## src/rtl/shift_stage_l_pkg.sv

```systemverilog
// Shared types for the shift execution stage: shift opcode and result flags.
package shift_stage_l_pkg;

    typedef enum logic [1:0] {
        LOGIC = 2'd0,
        ARITH = 2'd1,
        RCL   = 2'd2,
        ROL   = 2'd3
    } SHIFT_TYPE;

    typedef struct packed {
        logic cf;
        logic zf;
        logic sf;
    } shift_flags_t;

    localparam int FLAGS_WIDTH = $bits(shift_flags_t);

endpackage

```

## src/rtl/shift_stage_l_if.sv

```systemverilog
// Request/result handshake bundle for shift_stage_l; slave is the stage side.
interface shift_stage_l_if
    import shift_stage_l_pkg::*;
#(
    parameter int WORD_WIDTH = 8
) ();

    logic                          valid_i;
    logic                          ready_o;
    logic [WORD_WIDTH-1:0]         d_i;
    logic [WORD_WIDTH-2:0]         c_i;
    logic                          first_i;
    logic [$clog2(WORD_WIDTH)-1:0] shift_size_i;
    SHIFT_TYPE                     shift_type_i;
    logic                          valid_o;
    logic                          ready_i;
    logic [WORD_WIDTH-1:0]         d_o;
    shift_flags_t                  flags_o;

    modport slave (
        input  valid_i, d_i, c_i, first_i, shift_size_i, shift_type_i, ready_i,
        output ready_o, valid_o, d_o, flags_o
    );

    modport master (
        output valid_i, d_i, c_i, first_i, shift_size_i, shift_type_i, ready_i,
        input  ready_o, valid_o, d_o, flags_o
    );

endinterface

```

## src/rtl/pipe_skid.sv

```systemverilog
// Generic two-entry FIFO skid buffer with a registered input-side ready.
module pipe_skid #(
    parameter int WIDTH = 8
) (
    input  logic             clk_i,
    input  logic             rst_i,
    input  logic             in_valid,
    output logic             in_ready,
    input  logic [WIDTH-1:0] in_data,
    output logic             out_valid,
    input  logic             out_ready,
    output logic [WIDTH-1:0] out_data
);

    logic [WIDTH-1:0] head_q;
    logic [WIDTH-1:0] tail_q;
    logic [1:0]       count_q;
    logic [1:0]       count_d;
    logic             push;
    logic             pop;

    assign out_valid = (count_q != 2'd0);
    assign out_data  = head_q;
    assign push      = in_valid & in_ready;
    assign pop       = out_valid & out_ready;

    always_comb begin
        count_d = count_q;
        case ({push, pop})
            2'b10:   count_d = count_q + 2'd1;
            2'b01:   count_d = count_q - 2'd1;
            default: count_d = count_q;
        endcase
    end

    // Head keeps its old value when drained so the output holds while empty.
    always_ff @(posedge clk_i) begin
        if (rst_i) begin
            head_q   <= '0;
            tail_q   <= '0;
            count_q  <= 2'd0;
            in_ready <= 1'b1;
        end else begin
            count_q  <= count_d;
            in_ready <= (count_d != 2'd2);
            if (pop) begin
                if (count_q == 2'd2)
                    head_q <= tail_q;
                else if (push)
                    head_q <= in_data;
            end else if (push) begin
                if (count_q == 2'd0)
                    head_q <= in_data;
                else
                    tail_q <= in_data;
            end
        end
    end

endmodule

```

## src/rtl/polyshift_l.sv

```systemverilog
// Combinational left shifter: logical/arithmetic shift, rotate, and rotate
// through an externally supplied fill word (RCL).
module polyshift_l
    import shift_stage_l_pkg::*;
#(
    parameter int WORD_WIDTH = 8
) (
    input  logic [WORD_WIDTH-1:0]         d_i,
    input  logic [WORD_WIDTH-2:0]         fill_i,
    input  logic [$clog2(WORD_WIDTH)-1:0] shift_size_i,
    input  SHIFT_TYPE                     shift_type_i,
    output logic [WORD_WIDTH-1:0]         d_o
);

    logic [2*WORD_WIDTH-1:0] wide;
    logic [2*WORD_WIDTH-1:0] shifted;

    // Every mode is the upper half of a double-width vector shifted left;
    // only the lower half (what gets pulled in) differs between modes.
    always_comb begin
        wide = {d_i, {WORD_WIDTH{1'b0}}};
        case (shift_type_i)
            RCL:     wide = {d_i, fill_i, 1'b0};
            ROL:     wide = {d_i, d_i};
            default: wide = {d_i, {WORD_WIDTH{1'b0}}};
        endcase
        shifted = wide << shift_size_i;
        d_o     = shifted[2*WORD_WIDTH-1:WORD_WIDTH];
    end

endmodule

```

## src/rtl/shift_stage_l.sv

```systemverilog
// Registered, handshaked shift stage with RCL word chaining and a skid buffer.
// Define SHIFT_STAGE_FLAGS_EN to compute and store the cf/zf/sf result flags.
module shift_stage_l
    import shift_stage_l_pkg::*;
#(
    parameter int WORD_WIDTH = 8
) (
    input  logic            clk_i,
    input  logic            rst_i,
    shift_stage_l_if.slave  bus
);

    logic [WORD_WIDTH-2:0] chain_q;
    logic [WORD_WIDTH-2:0] fill;
    logic [WORD_WIDTH-1:0] result;
    logic                  accept;

    assign fill   = bus.first_i ? bus.c_i : chain_q;
    assign accept = bus.valid_i & bus.ready_o;

    polyshift_l #(
        .WORD_WIDTH (WORD_WIDTH)
    ) u_polyshift (
        .d_i          (bus.d_i),
        .fill_i       (fill),
        .shift_size_i (bus.shift_size_i),
        .shift_type_i (bus.shift_type_i),
        .d_o          (result)
    );

    // The upper bits of each accepted word become the RCL fill of the next one.
    always_ff @(posedge clk_i) begin
        if (rst_i)
            chain_q <= '0;
        else if (accept)
            chain_q <= bus.d_i[WORD_WIDTH-1:1];
    end

`ifdef SHIFT_STAGE_FLAGS_EN
    localparam int SKID_WIDTH = WORD_WIDTH + FLAGS_WIDTH;

    logic [WORD_WIDTH:0]   spill;
    shift_flags_t          flags;
    logic [SKID_WIDTH-1:0] skid_out;

    // Bit W of the widened shift is the last bit pushed out; zero when s=0.
    assign spill    = {1'b0, bus.d_i} << bus.shift_size_i;
    assign flags.cf = spill[WORD_WIDTH];
    assign flags.zf = (result == '0);
    assign flags.sf = result[WORD_WIDTH-1];

    assign bus.d_o     = skid_out[SKID_WIDTH-1:FLAGS_WIDTH];
    assign bus.flags_o = shift_flags_t'(skid_out[FLAGS_WIDTH-1:0]);

    pipe_skid #(
        .WIDTH (SKID_WIDTH)
    ) u_skid (
        .clk_i     (clk_i),
        .rst_i     (rst_i),
        .in_valid  (bus.valid_i),
        .in_ready  (bus.ready_o),
        .in_data   ({result, flags}),
        .out_valid (bus.valid_o),
        .out_ready (bus.ready_i),
        .out_data  (skid_out)
    );
`else
    assign bus.flags_o = '0;

    pipe_skid #(
        .WIDTH (WORD_WIDTH)
    ) u_skid (
        .clk_i     (clk_i),
        .rst_i     (rst_i),
        .in_valid  (bus.valid_i),
        .in_ready  (bus.ready_o),
        .in_data   (result),
        .out_valid (bus.valid_o),
        .out_ready (bus.ready_i),
        .out_data  (bus.d_o)
    );
`endif

endmodule

```

## src/flat_wrapper.sv

```systemverilog
// flat-port wrapper written by rule: the top's interface ports become plain ports
module shift_stage_l_flat import shift_stage_l_pkg::*;
#(
    parameter int WORD_WIDTH = 8
)
  (clk_i, rst_i, bus_valid_i, bus_d_i, bus_c_i, bus_first_i, bus_shift_size_i, bus_shift_type_i, bus_ready_i, bus_ready_o, bus_valid_o, bus_d_o, bus_flags_o);
  shift_stage_l_if #(.WORD_WIDTH(WORD_WIDTH)) bus_i ();
  input  logic clk_i;
  input  logic rst_i;
  input wire logic [$bits(bus_i.valid_i)-1:0] bus_valid_i;
  input wire logic [$bits(bus_i.d_i)-1:0] bus_d_i;
  input wire logic [$bits(bus_i.c_i)-1:0] bus_c_i;
  input wire logic [$bits(bus_i.first_i)-1:0] bus_first_i;
  input wire logic [$bits(bus_i.shift_size_i)-1:0] bus_shift_size_i;
  input wire logic [$bits(bus_i.shift_type_i)-1:0] bus_shift_type_i;
  input wire logic [$bits(bus_i.ready_i)-1:0] bus_ready_i;
  output wire logic [$bits(bus_i.ready_o)-1:0] bus_ready_o;
  output wire logic [$bits(bus_i.valid_o)-1:0] bus_valid_o;
  output wire logic [$bits(bus_i.d_o)-1:0] bus_d_o;
  output wire logic [$bits(bus_i.flags_o)-1:0] bus_flags_o;
  assign bus_i.valid_i = bus_valid_i;
  assign bus_i.d_i = bus_d_i;
  assign bus_i.c_i = bus_c_i;
  assign bus_i.first_i = bus_first_i;
  assign bus_i.shift_size_i = bus_shift_size_i;
  assign bus_i.shift_type_i = bus_shift_type_i;
  assign bus_i.ready_i = bus_ready_i;
  assign bus_ready_o = bus_i.ready_o;
  assign bus_valid_o = bus_i.valid_o;
  assign bus_d_o = bus_i.d_o;
  assign bus_flags_o = bus_i.flags_o;
  shift_stage_l #(.WORD_WIDTH(WORD_WIDTH)) u_core (.clk_i(clk_i), .rst_i(rst_i), .bus(bus_i));
endmodule
```

## config.mk

```make
export PLATFORM = sky130hd
export DESIGN_NAME = shift_stage_l_flat
export DESIGN_NICKNAME = d
export VERILOG_FILES = /design/src/rtl/shift_stage_l_pkg.sv /design/src/rtl/shift_stage_l_if.sv /design/src/rtl/pipe_skid.sv /design/src/rtl/polyshift_l.sv /design/src/rtl/shift_stage_l.sv /design/src/flat_wrapper.sv
export SDC_FILE = /design/constraint.sdc
export NUM_CORES = 1
export LEC_CHECK = 0
export ABC_CLOCK_PERIOD_IN_PS = 1960
export CAP_MARGIN = 20
export CORE_MARGIN = 3
export CORE_UTILIZATION = 46
export CTS_CLUSTER_SIZE = 10
export DETAILED_ROUTE_END_ITERATION = 7
export GPL_TIMING_DRIVEN = 0
export PLACE_DENSITY = 0.73
export SYNTH_ARGS = -nofsm -noshare
export SYNTH_HDL_FRONTEND = slang
export SYNTH_HIERARCHICAL = 1
export SYNTH_SLANG_ARGS = --single-unit
```

## constraint.sdc

```tcl
create_clock -name clk_i -period 1.96 [get_ports clk_i]
set_clock_uncertainty 0.1 [all_clocks]
set_input_delay 0.392 -clock clk_i [delete_from_list [all_inputs] [get_ports clk_i]]
set_output_delay 0.392 -clock clk_i [all_outputs]
set_load 0.02 [all_outputs]
```

==> results of run 1 <==
-- worst reg2reg max path: cells and delay by family, from the launching register on --
kind	cells	cell delay [ns]
compound gates	2	0.56
flops	1	0.35
simple gates	3	0.62
buf+inv	2	0.20
fa+ha+maj	1	0.12
-- cell type report --
class	instances	share of cell area (%)
flip-flops and latches	26	19.6
plain buffers	19	5.84
well taps	48	2.21
repair buffers	43	14.6
inverters	6	1.06
multi-input cells	145	54.1
clock buffers	3	1.52
clock inverters	1	1.10
-- flip-flops by register name, indices dropped and copies added, names as in the netlist --
signal,flops
u_core/u_skid/out_data,8
u_core/u_skid/tail_q,8
u_core/chain_q,7
u_core/u_skid/count_q,2
u_core/u_skid/in_ready,1
-- routing by layer --
layer	global-route usage [%]	vias to the layer above
met5	0	-
met1	28.1	854
li1	-	842
met4	5.64	0
met3	3.33	10
met2	35.7	57
-- how the worst max path moves through the flow --
| stage | startpoint | end | slack, ns | cells after the start |
|---|---|---|---|---|
| finish | u_core/u_skid/count_q[1]$_SDFF_PP0_ | u_core/u_skid/out_data[5]$_SDFFE_PP0P_ | -0.08 | 8 |
| global placement | bus_ready_i | u_core/u_skid/out_data[5]$_SDFFE_PP0P_ | -0.79 | 9 |
| floorplan | u_core/u_skid/count_q[0]$_SDFF_PP0_ | u_core/u_skid/out_data[0]$_SDFFE_PP0P_ | -0.09 | 9 |
| global route | u_core/u_skid/count_q[1]$_SDFF_PP0_ | u_core/u_skid/out_data[6]$_SDFFE_PP0P_ | -0.17 | 8 |
| CTS | u_core/u_skid/count_q[1]$_SDFF_PP0_ | u_core/u_skid/out_data[6]$_SDFFE_PP0P_ | -0.08 | 8 |
| detailed placement | bus_ready_i | u_core/u_skid/out_data[6]$_SDFFE_PP0P_ | -0.88 | 9 |
-- cells by family (layout without fill, tap and decap cells) --
| logic type | Yosys count | after routing | share of synthesized area (%) |
|---|---|---|---|
| AOI/OAI and AO/OA | 65 | 65 | 24.3 |
| xor gates and xnor gates | 2 | 2 | 0.948 |
| adders and majority gates | 2 | 2 | 1.35 |
| buffers and inverters | 26 | 72 | 8.33 |
| DFF | 26 | 26 | 28.2 |
| muxes | 35 | 35 | 25.5 |
| other | 1 | 3 | 0.203 |
| and+or+nand+nor | 38 | 38 | 11.2 |
-- per-stage QoR --
step / cells / worst slack [ns] / total power [mW] / cell area (µm²) / util [%]
3_3_place_gp: 275 / -0.794 / 2.03 / 2350 / 62.2
4_1_cts: 286 / -0.0850 / 2.65 / 2590 / 68.6
5_1_grt: 291 / -0.170 / 2.95 / 2720 / 72.2
3_5_place_dp: 275 / -0.881 / 2.09 / 2350 / 62.2
2_1_floorplan: 197 / -0.0908 / 1.70 / 1990 / -
6_report: 291 / -0.0756 / 2.79 / 2720 / 72.2
-- power groups by stage --
stage               Sequential, mW  Clock, mW  Combinational, mW
floorplan                    0.836          0              0.868
global placement             0.757          0               1.27
detailed placement           0.767          0               1.33
CTS                          0.758      0.450               1.44
global route                 0.783      0.472               1.69
finish                       0.769      0.442               1.58
-- what timing repair did --
item                       CTS  global route
setup buffers                6             5
cloned                       2             0
resized for setup           46            24
setup endpoints to repair   21            11
pin swaps                   14            10
-- Yosys cell counts (2+ instances only) --
library cell   n  area (µm²)
mux4_2         5         113
a21bo_2        4        40.0
dfxtp_1       26         521
nand2_1        8        30.0
nor4bb_1       2        20.0
mux4_1         3        78.8
mux2i_1       20         200
o21ai_0       11        55.1
nand3_1       16        80.1
a21bo_1        3        30.0
mux2_2         7        78.8
clkbuf_1       4        15.0
ha_1           2        25.0
a211oi_1       8        60.1
o22ai_1        5        31.3
buf_4          7        52.6
buf_6          3        33.8
a21oi_1       19        95.1
a2111oi_0      8        70.1
xnor2_1        2        17.5
clkbuf_2       2        10.0
buf_2          4        20.0
inv_1          6        22.5
nor2_1         4        15.0
==> results by group, run 1 <==
STA
  – RSZ-0062 raised after global routing: true
  – Hold Vio Cnt, Final: 0
  – Least-Margin Pin Slew: 0.617 ns
  – Slew Limit Fails: 0
  – Final setup fails: 8
  – WHS: 0.381 ns
  – Total negative setup slack: -0.441 ns
  – Final Critical Period: 2.04 ns
  – Final critical-path share of the clock period: 104%
  – Max transition margin: 58.7%
  – Final WS setup: -0.0756 ns
  – Max frequency: 491 MHz

Detailed routing
  – Metal-1 WL: 2310 µm
  – Post-DR wirelength/cell: 17.8 µm
  – DR iter-0 viols: 100
  – Final WL: 5170 µm
  – Highest metal used: met4
  – Met2 routed WL: 2540 µm
  – Drt drc: 0
  – Metal3 WL: 229 µm
  – Vias: 1763
  – Vias/cell: 6.06
  – ANT nets after route: 0
  – DRT Pass-1 Iters: 4

Synthesis
  – Synth Area per Inst: 9.48 µm²
  – Unique masters post-synth: 40
  – Top_reg_cell synth: dfxtp_1
  – Synthesis Warnings: 6
  – Syn Inst Count: 195
  – Register area share after synthesis: 28.2%
  – Synth Register Bits: 26
  – Number of synthesized flops with an enable pin: 0
  – Mapped Area: 1850 µm²
  – Ys async rst share: 0%

Placed design
  – Placer congestion estimate: 0.900
  – Dpl hpwl: 3670 µm
  – Buffers on Ports: 30

Cells and area
  – # nets final: 271
  – Most frequent cells in the layout: 21 x dfxtp_1, 18 x buf_4, 18 x clkdlybuf4s50_1
  – Commonest non-fill, non-tap cell in the layout: dfxtp_1
  – Layout area overhead: 47.3%
  – Antenna Diode Count: 0
  – Multi-input gate area: 1470 µm²
  – Register area: 534 µm²
  – Share of layout cells above drive strength 1: 40.7%
  – Fill cell count: 261

Hold path
  – Worst Hold Path EP: u_core/u_skid/tail_q[5]$_SDFFE_PP0P_
  – Hold path depth: 2
  – Min-delay src: u_core/u_skid/tail_q[5]$_SDFFE_PP0P_
  – Hold Crit Class: reg -> reg

Pwr
  – Sw Share: 37.4%
  – Psw: 1.04 mW
  – Combinational Power Share: 56.6%
  – Pwr Density: 1020 nW/µm²
  – Power Internal: 1.75 mW
  – Clock share of power: 15.9%
  – Worst vdd ir: 0.707 mV
  – Static Leak: 1.11 nW
  – Share of power burned in registers: 27.6%

Floorplanning
  – Core Region: 3770 µm²
  – Die ar.: 4810 µm²
  – I/O pin cnt: 38
  – Die height: 69.4 µm
  – Initial Util: 49.0%
  – FP Rows: 22
  – Die X: 69.4 µm

Worst setup path
  – Worst-case reg-to-reg path depth: 8
  – WP buf/inv: 2
  – CP delay by family, top: simple AND/OR/NAND/NOR gates
  – Internal reg-to-reg setup slack: -0.08 ns
  – Top fanout value on the critical path: 8
  – Reg-to-Reg Start: u_core/u_skid/count_q[1]$_SDFF_PP0_
  – Slowest CP cell: dfxtp_4
  – WS Path Type: reg -> reg
  – Critical Path RT: 2.05 ns
  – Worst-path cell chain: or2_4 > and2_4 > inv_4 > ha_4 > and4b_1 > buf_6 > a211o_4 > a211oi_2
  – CP Capture Type: register
  – Crit path DAT: 2.13 ns
  – Worst r2r dst: u_core/u_skid/out_data[5]$_SDFFE_PP0P_
  – Max stage delay on crit path: 0.35 ns
  – Critical Path Source Type: register

Global routing
  – First-pass GRT wire length: 8360 µm
  – Largest net degree at the start of global routing: 16
  – Vias in the first global route: 1772
  – GR Util All Layers: 21.2%
  – Initial antenna violation count: 0
  – Grt ovf: 0

Status
  – Violated checks: setup timing
  – Status: complete, but fails checks

CTS
  – CTS Buf Count: 3
  – Clock-pin slew on the worst setup and hold paths: 0.09 ns
  – Clock Path Buffers: 2
  – CTS tree: yes
  – Clock sink count: 26
  – Worst-Skew Late Latency: 0.27 ns
  – Hold-fix buffers at CTS: 0
  – CTS HTree Levels: 1
  – Clock root buffer: clkbuf_8

Flow run
  – Max-cap violations: 0
No activity file was read; power rests on OpenSTA's default activity.
==> run 2: changes to the inputs <==
--- a/config.mk
+++ b/config.mk
@@ -9,9 +9,8 @@
 export CAP_MARGIN = 20
 export CORE_MARGIN = 3
 export CORE_UTILIZATION = 46
-export CTS_CLUSTER_SIZE = 10
+export CTS_CLUSTER_SIZE = 20
 export DETAILED_ROUTE_END_ITERATION = 7
-export GPL_TIMING_DRIVEN = 0
 export PLACE_DENSITY = 0.73
 export SYNTH_ARGS = -nofsm -noshare
 export SYNTH_HDL_FRONTEND = slang
==> run 2 against run 1 <==
  * The flow still finishes with violations (setup timing)
  * Maximum frequency shrank 1.8%
  * Design area up 8.9%
  * Flip-flop and latch count unchanged
  * Via count increased by 11%
  * Die area unchanged
  * Setup slack got worse by 0.038 ns
  * Sequential power about the same
  * Wire length is 30% higher
  * Total power rose by 6.2%
  * Sequential share of layout area fell by 2.0 points
==> results by group, run 2 (same netlist as run 1, synthesis figures left out) <==
Cells and area
  – Layout area overhead: 60.4%
  – Layout Cells excl Fill: 304 (+4.5%)
  – Register area: 523 µm² (-2.1%)
  – Commonest non-fill, non-tap cell in the layout: buf_4
  – Antenna Diode Count: 0 (unchanged)
  – Share of layout cells above drive strength 1: 43.0% (+2.2 points)
  – Multi-input gate area: 1560 µm² (+5.8%)
  – Post-Route Utilization: 78.6% (+6.4 points)
  – # nets final: 284 (+4.8%)
  – Fill cell count: 218 (-16%)
  – Most frequent cells in the layout: 31 x buf_4, 24 x dfxtp_1, 19 x clkdlybuf4s50_1

CTS
  – Hold-fix buffers at CTS: 0 (unchanged)
  – Clock root buffer: clkbuf_8
  – CTS Buf Count: 3 (unchanged)
  – Clock Path Buffers: 2 (unchanged)
  – Clock-pin slew on the worst setup and hold paths: 0.09 ns (about the same)
  – Clock sink count: 26 (unchanged)
  – CTS HTree Levels: 1 (unchanged)
  – CTS tree: yes
  – Worst-Skew Late Latency: 0.27 ns (about the same)

Pwr
  – Share of power burned in registers: 25.9% (-1.7 points)
  – Power Internal: 1.77 mW (+1.5%)
  – Psw: 1.19 mW (+14%)
  – Clock share of power: 12.1% (-3.8 points)
  – Pwr Density: 999 nW/µm² (-2.5%)
  – Static Leak: 1.18 nW (+7.0%)
  – Worst vdd ir: 1.02 mV (+44%)
  – Sw Share: 40.1% (+2.8 points)
  – Combinational Power Share: 62.0% (+5.4 points)

Global routing
  – Largest net degree at the start of global routing: 20 (+4)
  – Vias in the first global route: 2038 (+15%)
  – Initial antenna violation count: 0 (unchanged)
  – GR Util All Layers: 26.3% (+5.2 points)
  – Grt ovf: 0 (unchanged)
  – First-pass GRT wire length: 10200 µm (+22%)

Placed design
  – Placed cell count: 294 (+6.9%)
  – Placer congestion estimate: 0.908 (+0.87%)
  – Dpl hpwl: 3870 µm (+5.3%)
  – Dpl ws: -0.708 ns (+0.172 ns)
  – Buffers on Ports: 34 (+13%)

Worst setup path
  – WS Path Type: in -> reg
  – Critical Path Source Type: input port
  – Slowest CP cell: clkdlybuf4s50_1
  – CP Capture Type: register
  – Most used cell, CP: mux2i_1
  – Worst-case reg-to-reg path depth: 8 (unchanged)
  – Critical Path RT: 2.04 ns (about the same)
  – Max stage delay on crit path: 0.46 ns (+0.11 ns)
  – Top fanout value on the critical path: 2 (-6)
  – Crit path DAT: 2.16 ns (+0.03 ns)
  – Worst-path cell chain: clkdlybuf4s50_1 > mux2_2 > mux2i_4 > mux2i_2 > mux2i_1 > o22ai_1 > mux2i_1 > a211oi_2

STA
  – RSZ-0062 raised after global routing: true
  – Slew Limit Fails: 0 (unchanged)
  – Final critical-path share of the clock period: 106% (+1.9 points)
  – Final WS setup: -0.113 ns (-0.0378 ns)
  – WHS: 0.407 ns (+0.0264 ns)
  – Hold Vio Cnt, Final: 0 (unchanged)
  – Final Critical Period: 2.07 ns (+0.0378 ns)
  – Least-Margin Pin Slew: 0.614 ns (-0.00258 ns)
  – Final setup fails: 6 (-2)
  – Total negative setup slack: -0.279 ns (+0.162 ns)
  – Max transition margin: 58.9% (+0.17 points)
  – Max frequency: 482 MHz (-1.8%)

Flow run
  – Max-cap violations: 0 (unchanged)

Detailed routing
  – Drt drc: 0 (unchanged)
  – Vias: 1962 (+11%)
  – DR iter-0 viols: 204 (+100%)
  – ANT nets after route: 0 (unchanged)
  – DRT Pass-1 Iters: 4 (unchanged)
  – Post-DR wirelength/cell: 22.1 µm (+24%)
  – Vias/cell: 6.45 (+6.5%)
  – Final WL: 6710 µm (+30%)

Floorplanning
  – Die height: 69.4 µm (unchanged)
  – Die X: 69.4 µm (unchanged)
  – I/O pin cnt: 38 (unchanged)
  – FP Rows: 22 (unchanged)
  – Core Region: 3770 µm² (unchanged)
  – Die ar.: 4810 µm² (unchanged)
  – Initial Util: 49.0% (unchanged)

Status
  – Violated checks: setup timing
  – Status: complete, but fails checks

Hold path
  – Hold Crit Class: in -> reg
  – Hold path depth: 3 (+1)
## run 2: path summary, 6_finish.rpt
kind	endpoint	slack, ns	start
min reg2reg	u_core/u_skid/tail_q[7]$_SDFFE_PP0P_	0.42	u_core/u_skid/tail_q[7]$_SDFFE_PP0P_
max reg2reg	u_core/u_skid/out_data[6]$_SDFFE_PP0P_	-0.05	u_core/u_skid/count_q[0]$_SDFF_PP0_
max	u_core/u_skid/out_data[1]$_SDFFE_PP0P_	-0.11	bus_c_i[4]
min	u_core/chain_q[4]$_SDFFE_PP0P_	0.41	bus_d_i[5]
## run 2: routing by layer
layer	wire length [µm]	vias to the layer above	track usage, %	part of all wire (%)
met5	0	-	0	0
met4	330	0	13.7	4.9
met3	405	31	4.93	6.0
met2	3420	103	44.7	51
met1	2550	959	31.4	38
li1	-	869	-	-
## run 2: per-stage QoR
stage          power (mW)  instance area [µm²]
2_1_floorplan        1.70                 1990
5_1_grt              3.09                 2960
3_3_place_gp         2.16                 2550
6_report             2.96                 2960
3_5_place_dp         2.22                 2550
4_1_cts              2.84                 2870
## run 2: power by group through the flow
stage / Sequential [mW] / Clock, mW / Combinational [mW]
after global placement: 0.734 / 0 / 1.43
after CTS: 0.756 / 0.353 / 1.73
final: 0.766 / 0.358 / 1.84
after detailed placement: 0.743 / 0 / 1.48
after floorplan: 0.836 / 0 / 0.868
after global routing: 0.777 / 0.382 / 1.94
## run 2: timing repair
action | 4_1_cts | 5_1_grt
setup endpoints to repair | 16 | 13
setup buffers | 4 | 1
gates cloned | 1 | 0
pin swaps | 20 | 12
resized for setup | 51 | 20
## run 2: layout make-up
type                       instances  share of cell area [%]
clock buffer                       4                    1.86
sequential                        26                    17.6
multi-input combinational        145                    52.6
timing repair buffer              75                    25.1
tap                               48                    2.03
inverter                           6                   0.844
## run 2: critical path: cells and delay by family
family / cells / cell delay (ns)
AO/OA/AOI/OAI: 2 / 0.56
buffers and inverters: 1 / 0.46
multiplexers: 5 / 0.75
==> run 3: changes to the inputs <==
--- a/config.mk
+++ b/config.mk
@@ -7,6 +7,7 @@
 export LEC_CHECK = 0
 export ABC_CLOCK_PERIOD_IN_PS = 1960
 export CAP_MARGIN = 20
+export CORE_ASPECT_RATIO = 1.25
 export CORE_MARGIN = 3
 export CORE_UTILIZATION = 46
 export CTS_CLUSTER_SIZE = 20
==> run 3 against run 2 <==
  * The run still ends with setup timing left
  * Die area about the same
  * Clock-buffer cell count decreased by 1
  * Hold slack got worse by 0.020 ns
  * Via count decreased by 7.0%
  * Setup slack improved by 0.096 ns
  * Design area decreased by 4.1%
  * Critical path depth unchanged
  * Highest routed layer unchanged
  * Cell count decreased by 0.66%
  * Largest cell class unchanged
  * Utilization decreased by 4.1 points
==> results by group, run 3 (same netlist as run 1, synthesis figures left out) <==
Status
  – Status: complete, but fails checks
  – Violated checks: setup timing

Placed design
  – Dpl hpwl: 3800 µm (-1.7%)
  – Placed cell count: 295 (+0.34%)
  – Buffers on Ports: 34 (unchanged)
  – Placer congestion estimate: 0.898 (-1.1%)
  – Dpl ws: -0.739 ns (-0.0307 ns)

Worst setup path
  – Critical Path Source Type: input port
  – WS Path Type: in -> reg
  – Max stage delay on crit path: 0.39 ns (-0.07 ns)
  – Worst-case reg-to-reg path depth: 8 (unchanged)
  – Critical Path RT: 2.03 ns (about the same)
  – Internal reg-to-reg setup slack: 0 ns (+0.05 ns)
  – Crit path DAT: 2.05 ns (-0.11 ns)
  – Slowest CP cell: clkdlybuf4s50_1
  – CP Capture Type: register
  – Most used cell, CP: mux2i_1
  – Top fanout value on the critical path: 2 (unchanged)
  – Worst-path cell chain: clkdlybuf4s50_1 > mux2_2 > mux2i_2 > mux2i_1 > mux2i_1 > o22ai_2 > mux2i_1 > a211oi_2

Pwr
  – Share of power burned in registers: 25.5% (-0.4 points)
  – Combinational Power Share: 59.6% (-2.4 points)
  – Clock share of power: 15.0% (+2.9 points)
  – Power Internal: 1.85 mW (+4.2%)
  – Worst vdd ir: 0.878 mV (-14%)
  – Pwr Density: 1040 nW/µm² (+4.5%)
  – Tot Pwr: 2.97 mW (+0.22%)
  – Psw: 1.12 mW (-5.7%)
  – Static Leak: 1.17 nW (-1.3%)
  – Sw Share: 37.8% (-2.4 points)

Cells and area
  – Register area: 524 µm² (+0.24%)
  – Layout Cells excl Fill: 302 (-0.66%)
  – Layout area overhead: 53.9%
  – Fill cell count: 271 (+24%)
  – Post-Route Utilization: 74.5% (-4.1 points)
  – Share of layout cells above drive strength 1: 40.7% (-2.2 points)
  – # nets final: 276 (-2.8%)
  – Most frequent cells in the layout: 27 x buf_4, 23 x dfxtp_1, 18 x clkdlybuf4s50_1
  – Commonest non-fill, non-tap cell in the layout: buf_4
  – Multi-input gate area: 1530 µm² (-1.9%)
  – Antenna Diode Count: 0 (unchanged)

Detailed routing
  – Vias: 1824 (-7.0%)
  – Vias/cell: 6.04 (-6.4%)
  – Post-DR wirelength/cell: 18.5 µm (-16%)
  – Drt drc: 0 (unchanged)
  – DR iter-0 viols: 133 (-35%)
  – ANT nets after route: 0 (unchanged)
  – Final WL: 5590 µm (-17%)
  – DRT Pass-1 Iters: 4 (unchanged)

STA
  – Hold Vio Cnt, Final: 0 (unchanged)
  – Final WS setup: -0.0175 ns (+0.0960 ns)
  – Final critical-path share of the clock period: 101% (-4.9 points)
  – Final Critical Period: 1.98 ns (-0.0960 ns)
  – Max frequency: 506 MHz (+4.9%)
  – Least-Margin Pin Slew: 0.563 ns (-0.0511 ns)
  – Slew Limit Fails: 0 (unchanged)
  – Final setup fails: 3 (-3)
  – RSZ-0062 raised after global routing: true
  – Max transition margin: 62.3% (+3.4 points)

Floorplanning
  – Initial Util: 48.4% (-0.58 points)
  – I/O pin cnt: 38 (unchanged)
  – Die X: 62.7 µm (-9.6%)
  – Die ar.: 4820 µm² (about the same)
  – Core Region: 3820 µm² (+1.2%)
  – FP Rows: 25 (+14%)
  – Die height: 76.9 µm (+11%)

Global routing
  – Initial antenna violation count: 0 (unchanged)
  – First-pass GRT wire length: 9140 µm (-11%)
  – Met1 global-route usage: 29.6% (-1.8 points)
  – GR Util All Layers: 23.2% (-3.1 points)
  – Met3 Resource Use GR: 2.34% (-2.6 points)
  – Met2 Use GR: 40.8% (-3.9 points)
  – Grt ovf: 0 (unchanged)
  – Grt peak-use layer: met2
  – Largest net degree at the start of global routing: 27 (+35%)
  – Vias in the first global route: 1824 (-11%)

CTS
  – Clock sink count: 26 (unchanged)
  – Clock-pin slew on the worst setup and hold paths: 0.10 ns (about the same)
  – CTS tree: yes
  – CTS Buf Count: 3 (unchanged)
  – Worst-Skew Late Latency: 0.28 ns (about the same)
  – CTS HTree Levels: 1 (unchanged)
  – Hold-fix buffers at CTS: 0 (unchanged)
  – Clock Path Buffers: 2 (unchanged)
  – Clock root buffer: clkbuf_8

Hold path
  – Hold path depth: 2 (-1)
  – Hold Crit Class: reg -> reg

Flow run
  – Max-cap violations: 0 (unchanged)
[run 3: cell types whose count changed in the layout (fill, tap and decap cells not counted), moves of 3 or more]
cell            previous run  this run
dlymetal6s2s_1             1         4
mux2i_1                   12        16
o22ai_2                    1         4
buf_4                     31        27
[run 3: final cells by class]
class                      count  area share [%]
clock buffer                   3            1.45
tap                           54            2.38
inverter                       6           0.792
sequential                    26            18.4
multi-input combinational    145            53.7
clock inverter                 1            1.06
timing repair buffer          67            22.2
[run 3: worst paths after layout]
kind | from | endpoint
max | bus_c_i[4] | u_core/u_skid/out_data[1]$_SDFFE_PP0P_
min | u_core/u_skid/tail_q[3]$_SDFFE_PP0P_ | u_core/u_skid/tail_q[3]$_SDFFE_PP0P_
max reg2reg | u_core/u_skid/count_q[0]$_SDFF_PP0_ | u_core/u_skid/out_data[3]$_SDFFE_PP0P_
min reg2reg | u_core/u_skid/tail_q[3]$_SDFFE_PP0P_ | u_core/u_skid/tail_q[3]$_SDFFE_PP0P_
[run 3: worst max-delay path: cells and delay by family]
kind | cells | cell delay (ns)
muxes | 5 | 1.03
buffers and inverters | 1 | 0.39
AOI/OAI and AO/OA | 2 | 0.23
[run 3: metal layers]
metal | vias up | share of wire [%]
met4 | 0 | 1.9
li1 | 849 | -
met3 | 11 | 3.1
met2 | 56 | 54
met5 | - | 0
met1 | 908 | 41
[run 3: through the flow]
step / hold WS (ns) / area, µm² / TNS (ns)
2_1_floorplan: 0.353 / 1990 / -0.759
3_3_place_gp: 0.360 / 2520 / -7.91
3_5_place_dp: 0.369 / 2520 / -8.88
4_1_cts: 0.387 / 2750 / -0.0493
5_1_grt: 0.411 / 2840 / -0.241
6_report: 0.388 / 2840 / -0.0375
[run 3: power groups by stage]
stage | registers, mW | clock network, mW | logic (mW)
global placement | 0.734 | 0 | 1.42
global route | 0.771 | 0.475 | 1.88
CTS | 0.748 | 0.453 | 1.67
finish | 0.756 | 0.444 | 1.77
floorplan | 0.836 | 0 | 0.868
detailed placement | 0.737 | 0 | 1.46
[run 3: what timing repair did]
| item | 4_1_cts | 5_1_grt |
|---|---|---|
| gates resized for setup | 40 | 26 |
| setup endpoints to repair | 16 | 12 |
| pin swaps | 8 | 13 |
| setup buffers | 2 | 1 |
| gates cloned | 1 | 0 |
